$ cat src/rtl/jtag_unlock_ctrl.sv
// Debug-port unlock controller: serial key compare, failed-attempt counting and sticky lockout.
// Optional auto-relock timer is compiled in with `define JTAG_UNLOCK_TIMEOUT_EN.
module jtag_unlock_ctrl #(
  parameter int unsigned KEY_W     = 16,
  parameter logic [KEY_W-1:0] KEY  = 16'hA5C3,
  parameter int unsigned MAX_TRIES = 3,
  parameter int unsigned TIMEOUT   = 255
) (
  input  logic                           clk,
  input  logic                           reset,
  input  logic                           key_valid,
  input  logic                           key_bit,
  input  logic                           relock,
  output logic                           o_unlock,
  output logic                           o_lockout,
  output logic                           o_pass,
  output logic                           o_fail,
  output logic [$clog2(MAX_TRIES+1)-1:0] o_tries
);

  localparam int unsigned TW  = $clog2(MAX_TRIES + 1);
  localparam int unsigned CW  = $clog2(KEY_W);

  if (KEY_W < 2 || MAX_TRIES < 1 || TIMEOUT < 1) begin : g_bad_param
    $error("jtag_unlock_ctrl: illegal parameter value");
  end

  typedef enum logic [1:0] {StLocked, StCheck, StUnlocked, StLockout} state_e;

  state_e           state;
  logic [CW-1:0]    cnt;
  logic [KEY_W-1:0] sr;
  logic [TW-1:0]    tries_inc;

`ifdef JTAG_UNLOCK_TIMEOUT_EN
  localparam int unsigned TMW = $clog2(TIMEOUT + 1);
  logic [TMW-1:0] timer;
`endif

  always_comb begin
    tries_inc = o_tries + TW'(1);
  end

  always_ff @(posedge clk) begin
    if (reset) begin
      state     <= StLocked;
      cnt       <= '0;
      sr        <= '0;
      o_tries   <= '0;
      o_unlock  <= 1'b0;
      o_lockout <= 1'b0;
      o_pass    <= 1'b0;
      o_fail    <= 1'b0;
`ifdef JTAG_UNLOCK_TIMEOUT_EN
      timer     <= '0;
`endif
    end else begin
      o_pass <= 1'b0;
      o_fail <= 1'b0;
      case (state)
        StLocked: begin
          // relock aborts a partial key and discards any bit offered in the same cycle
          if (relock) begin
            cnt <= '0;
          end else if (key_valid) begin
            sr <= {sr[KEY_W-2:0], key_bit};
            if (cnt == CW'(KEY_W - 1)) begin
              cnt   <= '0;
              state <= StCheck;
            end else begin
              cnt <= cnt + CW'(1);
            end
          end
        end
        StCheck: begin
          if (sr == KEY) begin
            state    <= StUnlocked;
            o_pass   <= 1'b1;
            o_unlock <= 1'b1;
            o_tries  <= '0;
`ifdef JTAG_UNLOCK_TIMEOUT_EN
            timer    <= TMW'(TIMEOUT);
`endif
          end else begin
            o_fail <= 1'b1;
            if (o_tries != TW'(MAX_TRIES)) begin
              o_tries <= tries_inc;
            end
            if (tries_inc == TW'(MAX_TRIES)) begin
              state     <= StLockout;
              o_lockout <= 1'b1;
            end else begin
              state <= StLocked;
            end
          end
        end
        StUnlocked: begin
          if (relock) begin
            state    <= StLocked;
            o_unlock <= 1'b0;
          end
`ifdef JTAG_UNLOCK_TIMEOUT_EN
          else if (timer == TMW'(1)) begin
            state    <= StLocked;
            o_unlock <= 1'b0;
            timer    <= '0;
          end else begin
            timer <= timer - TMW'(1);
          end
`endif
        end
        StLockout: begin
          o_unlock  <= 1'b0;
          o_lockout <= 1'b1;
        end
        default: begin
          state <= StLocked;
        end
      endcase
    end
  end

endmodule

$ cat config.mk
export PLATFORM = sky130hd
export DESIGN_NAME = jtag_unlock_ctrl
export DESIGN_NICKNAME = d
export VERILOG_FILES = /design/src/rtl/jtag_unlock_ctrl.sv
export SDC_FILE = /design/constraint.sdc
export NUM_CORES = 1
export LEC_CHECK = 0
export BUFFER_PORTS_ARGS = -buffer_cell sky130_fd_sc_hd__buf_4
export CAP_MARGIN = 40
export CORE_MARGIN = 4
export CORE_UTILIZATION = 48
export CTS_BUF_LIST = sky130_fd_sc_hd__clkbuf_4 sky130_fd_sc_hd__clkbuf_8
export DETAILED_ROUTE_END_ITERATION = 8
export HOLD_SLACK_MARGIN = 0.08
export PLACE_DENSITY = 0.66
export SYNTH_ARGS = -nofsm -noshare
export SYNTH_HDL_FRONTEND = slang
export SYNTH_SLANG_ARGS = --single-unit
$ cat constraint.sdc
create_clock -name clk -period 2.2 [get_ports clk]
set_input_delay 0 -clock clk [delete_from_list [all_inputs] [get_ports clk]]
set_output_delay 0 -clock clk [all_outputs]
set_load 0.005 [all_outputs]
==> run_summary.xml <==
<?xml version="1.0" encoding="UTF-8"?>
<metrics>
  <group name="yosys">
    <metric name="yosysTopAreaCellShare" unit="%">45.0</metric>
    <metric name="synth_async_sr_flop_share" unit="%">0</metric>
    <metric name="synth.lib_cells_used.distinct" unit="">34</metric>
    <metric name="synth-seq-cells" unit="">28</metric>
    <metric name="synth_sequential_area_ratio" unit="%">45.0</metric>
    <metric name="synthesis.area_per_instance" unit="sq um">8.53</metric>
    <metric name="synth-main-ff-cell" unit="">sky130_fd_sc_hd__dfxtp_1</metric>
    <metric name="synth_top_cell_by_area" unit="">sky130_fd_sc_hd__dfxtp_1</metric>
    <metric name="mappedNetlistArea" unit="sq mm">0.00124</metric>
    <metric name="synth-warning-count" unit="">0</metric>
    <metric name="synth_fp_nets" unit="">158</metric>
    <metric name="synth.area.top_cells" unit="">sky130_fd_sc_hd__dfxtp_1, sky130_fd_sc_hd__nand2_1, sky130_fd_sc_hd__a21oi_1, sky130_fd_sc_hd__ha_1, sky130_fd_sc_hd__inv_1</metric>
    <metric name="post_synth_most_frequent_cells" unit="">sky130_fd_sc_hd__nand2_1, sky130_fd_sc_hd__dfxtp_1, sky130_fd_sc_hd__a21oi_1</metric>
    <metric name="synthesis.instances" unit="">146</metric>
    <metric name="synth_edf_count" unit="">0</metric>
    <metric name="synthMostInstantiatedCell" unit="">sky130_fd_sc_hd__nand2_1</metric>
  </group>
  <group name="worst_hold_path">
    <metric name="whs_path_depth" unit="">2</metric>
    <metric name="holdPathEnd" unit="">sr[15]</metric>
    <metric name="timing.hold.worst.class" unit="">reg -&gt; reg</metric>
    <metric name="worstHoldStart" unit="">sr[15]</metric>
  </group>
  <group name="critical_path">
    <metric name="crit_fanout" unit="">19</metric>
    <metric name="crit_path_max_incr_delay" unit="ps">610</metric>
    <metric name="crit_required" unit="ps">2460</metric>
    <metric name="critical_path_class" unit="">reg -&gt; reg</metric>
    <metric name="crit_path_cell_trace" unit="">inv_1, ha_1, and3b_1, a31o_2, a21oi_1, nor2_1</metric>
    <metric name="cp_slowest_cell" unit="">sky130_fd_sc_hd__and3b_1</metric>
    <metric name="critical_path.reg2reg.endpoint" unit="">cnt[3]</metric>
    <metric name="worst_ep_arrival_time" unit="ps">2040</metric>
    <metric name="worst_r2r_path_depth" unit="">6</metric>
    <metric name="start_kind" unit="">flop</metric>
    <metric name="worstReg2RegStart" unit="">state[1]</metric>
    <metric name="reg2reg_setup_slack" unit="ps">420</metric>
    <metric name="critical_path.endpoint_type" unit="">flop</metric>
  </group>
  <group name="clocking">
    <metric name="cts-htree-levels" unit="">1</metric>
    <metric name="clk_path_buf_depth" unit="">2</metric>
    <metric name="path_clk_slew" unit="ps">140</metric>
    <metric name="clock-root-buffer" unit="">sky130_fd_sc_hd__clkbuf_4</metric>
    <metric name="cts_tree" unit="">done</metric>
    <metric name="cts-buffers-inserted" unit="">3</metric>
    <metric name="insertion_delay" unit="ps">310</metric>
    <metric name="post-cts-setup-buffer-count" unit="">0</metric>
    <metric name="cts.sink_count" unit="">28</metric>
  </group>
  <group name="detailed_routing">
    <metric name="postRouteWirelength" unit="um">2390</metric>
    <metric name="detail_route.wl_per_cell" unit="um">12.7</metric>
    <metric name="remaining_drc_errors" unit="">0</metric>
    <metric name="dr.pass1.iters" unit="">5</metric>
    <metric name="drt.antenna.violating_nets" unit="">0</metric>
    <metric name="vias_per_cell" unit="">5.47</metric>
    <metric name="route.vias.total" unit="">1029</metric>
    <metric name="dr.first_iter.drc_count" unit="">76</metric>
  </group>
  <group name="pwr">
    <metric name="peakVddDrop" unit="V">0.000330</metric>
    <metric name="leakage" unit="uW">0.000515</metric>
    <metric name="power-per-cell-area" unit="mW/mm^2">537</metric>
  </group>
  <group name="grt">
    <metric name="track_usage" unit="%">14.9</metric>
    <metric name="largest_net_degree_at_the_start_of_global_routing" unit="">29</metric>
    <metric name="first_pass_grt_wire_length" unit="um">4050</metric>
    <metric name="grt_use_met3" unit="%">1.97</metric>
    <metric name="antenna_violations_before_repair" unit="">0</metric>
    <metric name="met1_usage" unit="%">19.3</metric>
    <metric name="gr-max-usage-layer" unit="">met2</metric>
    <metric name="vias_in_the_first_global_route" unit="">935</metric>
    <metric name="grt-ovfl-total" unit="">0</metric>
    <metric name="grt.met2_usage" unit="%">24.8</metric>
  </group>
  <group name="final_layout">
    <metric name="num-nets-final" unit="">172</metric>
    <metric name="finish.cell_count_without_fillers" unit="">188</metric>
    <metric name="synthToLayoutAreaGrowth" unit="%">12.8</metric>
    <metric name="fill_cells" unit="">245</metric>
    <metric name="diodes" unit="">0</metric>
    <metric name="drive_above_1_share" unit="%">13.3</metric>
  </group>
  <group name="die">
    <metric name="starting_density_of_the_core" unit="%">50.3</metric>
    <metric name="rows" unit="">18</metric>
    <metric name="die_height" unit="um">58.9</metric>
    <metric name="floorplan.die_area" unit="sq mm">0.00347</metric>
    <metric name="ios" unit="">11</metric>
    <metric name="placeableCoreArea" unit="sq mm">0.00248</metric>
    <metric name="chipWidth" unit="um">58.9</metric>
  </group>
  <group name="placement">
    <metric name="place_hpwl" unit="um">1670</metric>
    <metric name="placement.io_buffers" unit="">10</metric>
    <metric name="globalplace.congestion" unit="">0.769</metric>
    <metric name="place_inst" unit="">181</metric>
  </group>
  <group name="run">
    <metric name="cap_violations" unit="">0</metric>
  </group>
  <group name="timing">
    <metric name="worstMarginPinSlew" unit="ps">634</metric>
    <metric name="hold_viol_final" unit="">0</metric>
    <metric name="final.hold.worst_slack" unit="ps">471</metric>
    <metric name="timing.final.max_slew_violations" unit="">0</metric>
    <metric name="fmaxAchievable" unit="MHz">562</metric>
    <metric name="max-slew-margin-rel" unit="%">57.7</metric>
    <metric name="fraction_of_the_cycle_the_final_worst_path_needs" unit="%">80.9</metric>
    <metric name="fin_setup_tns" unit="ps">0</metric>
    <metric name="finalSetupViolCount" unit="">0</metric>
    <metric name="finalClockSkew" unit="ps">3.07</metric>
    <metric name="unrepaired_setup_endpoints_after_global_routing" unit="">no</metric>
    <metric name="minimum_period_implied_by_the_final_worst_setup_slack" unit="ps">1780</metric>
  </group>
  <group name="run_status">
    <metric name="status" unit="">finished clean</metric>
  </group>
</metrics>
-- sequential cells by signal, indices dropped and copies added, names as in the netlist --
signal and cells:
sr 16, cnt 4, o_tries 2, state 2
o_fail 1, o_lockout 1, o_pass 1, o_unlock 1
-- logic make-up (layout without fill, tap and decap cells) --
family          after synthesis  count (layout)  share of synthesized area (%)
compound gates               38              38                           18.7
fa+ha+maj                     7               7                           7.03
buf+inv                      13              25                           4.02
flops                        28              28                           45.0
simple gates                 60              60                           25.2
-- power breakdown --
group / switching, uW / internal, uW
clock: 137 / 64.0
combinational: 24.7 / 16.2
sequential: 1.94 / 510
-- critical path, delay by kind of cell (launching register included) --
family	cells	cell delay, ps
AO/OA/AOI/OAI	2	310
adder cells (fa/ha/maj)	1	280
buffers and inverters	1	100
flip-flops	1	360
AND/OR/NAND/NOR	2	680
-- worst max path at each step --
stage	from	end	slack, ps	cells after the start
detailed placement	state[1]	cnt[3]	450	6
global route	state[1]	cnt[3]	240	6
finish	state[1]	cnt[3]	420	6
global placement	state[0]	cnt[3]	520	6
CTS	state[1]	cnt[3]	420	6
floorplan	state[0]	state[0]	660	6
-- repair_timing --
| action | in CTS | in global routing |
|---|---|---|
| hold endpoints to repair | 26 | 0 |
| hold buffers | 4 | 0 |
| resized for setup | 0 | 0 |
-- area by class of cell --
cell class / instances / area [sq um] / area share [%]
repair buffers: 15 / 123 / 8.73
inverters: 7 / 26.3 / 1.87
clock buffers: 3 / 22.5 / 1.60
well taps: 30 / 37.5 / 2.67
flip-flops and latches: 28 / 561 / 39.9
multi-input cells: 105 / 634 / 45.2
-- placed cells by master (no fill, tap or decap), drive strengths merged --
| master | instances |
|---|---|
| a31o | 1 |
| a311oi | 1 |
| nor2 | 4 |
| nor3 | 3 |
| a22oi | 2 |
| ha | 7 |
| nand2 | 34 |
| a41oi | 2 |
| nand4 | 1 |
| o32ai | 1 |
| and4bb | 2 |
| nand3b | 2 |
| o2111ai | 1 |
| buf | 11 |
| a21oi | 23 |
| nor4b | 1 |
| and4b | 1 |
| clkbuf | 3 |
| dfxtp | 28 |
| a21o | 1 |
| o31ai | 1 |
| inv | 7 |
| and3b | 1 |
| or2 | 1 |
| dlygate4sd3 | 4 |
| nand3 | 4 |
| a211oi | 1 |
| o21ai | 4 |
| and2 | 2 |
| nor2b | 2 |
| nor3b | 1 |
| or4 | 1 |
-- layer usage --
layer	share of wire, %	wire length, um	vias up
met5	0	0	-
met4	1.3	31	0
met3	2.9	69	6
met2	47	1110	20
met1	49	1180	471
li1	-	-	532
-- per-stage QoR --
step | worst slack, ps | utilization (%) | area, sq um | power (uW)
2_1_floorplan | 662 | - | 1240 | 546
3_3_place_gp | 519 | 54.1 | 1340 | 557
3_5_place_dp | 448 | 54.1 | 1340 | 558
4_1_cts | 415 | 56.7 | 1400 | 768
5_1_grt | 237 | 56.7 | 1400 | 789
6_report | 421 | 56.7 | 1400 | 753
(Power assumes the default switching activity.)
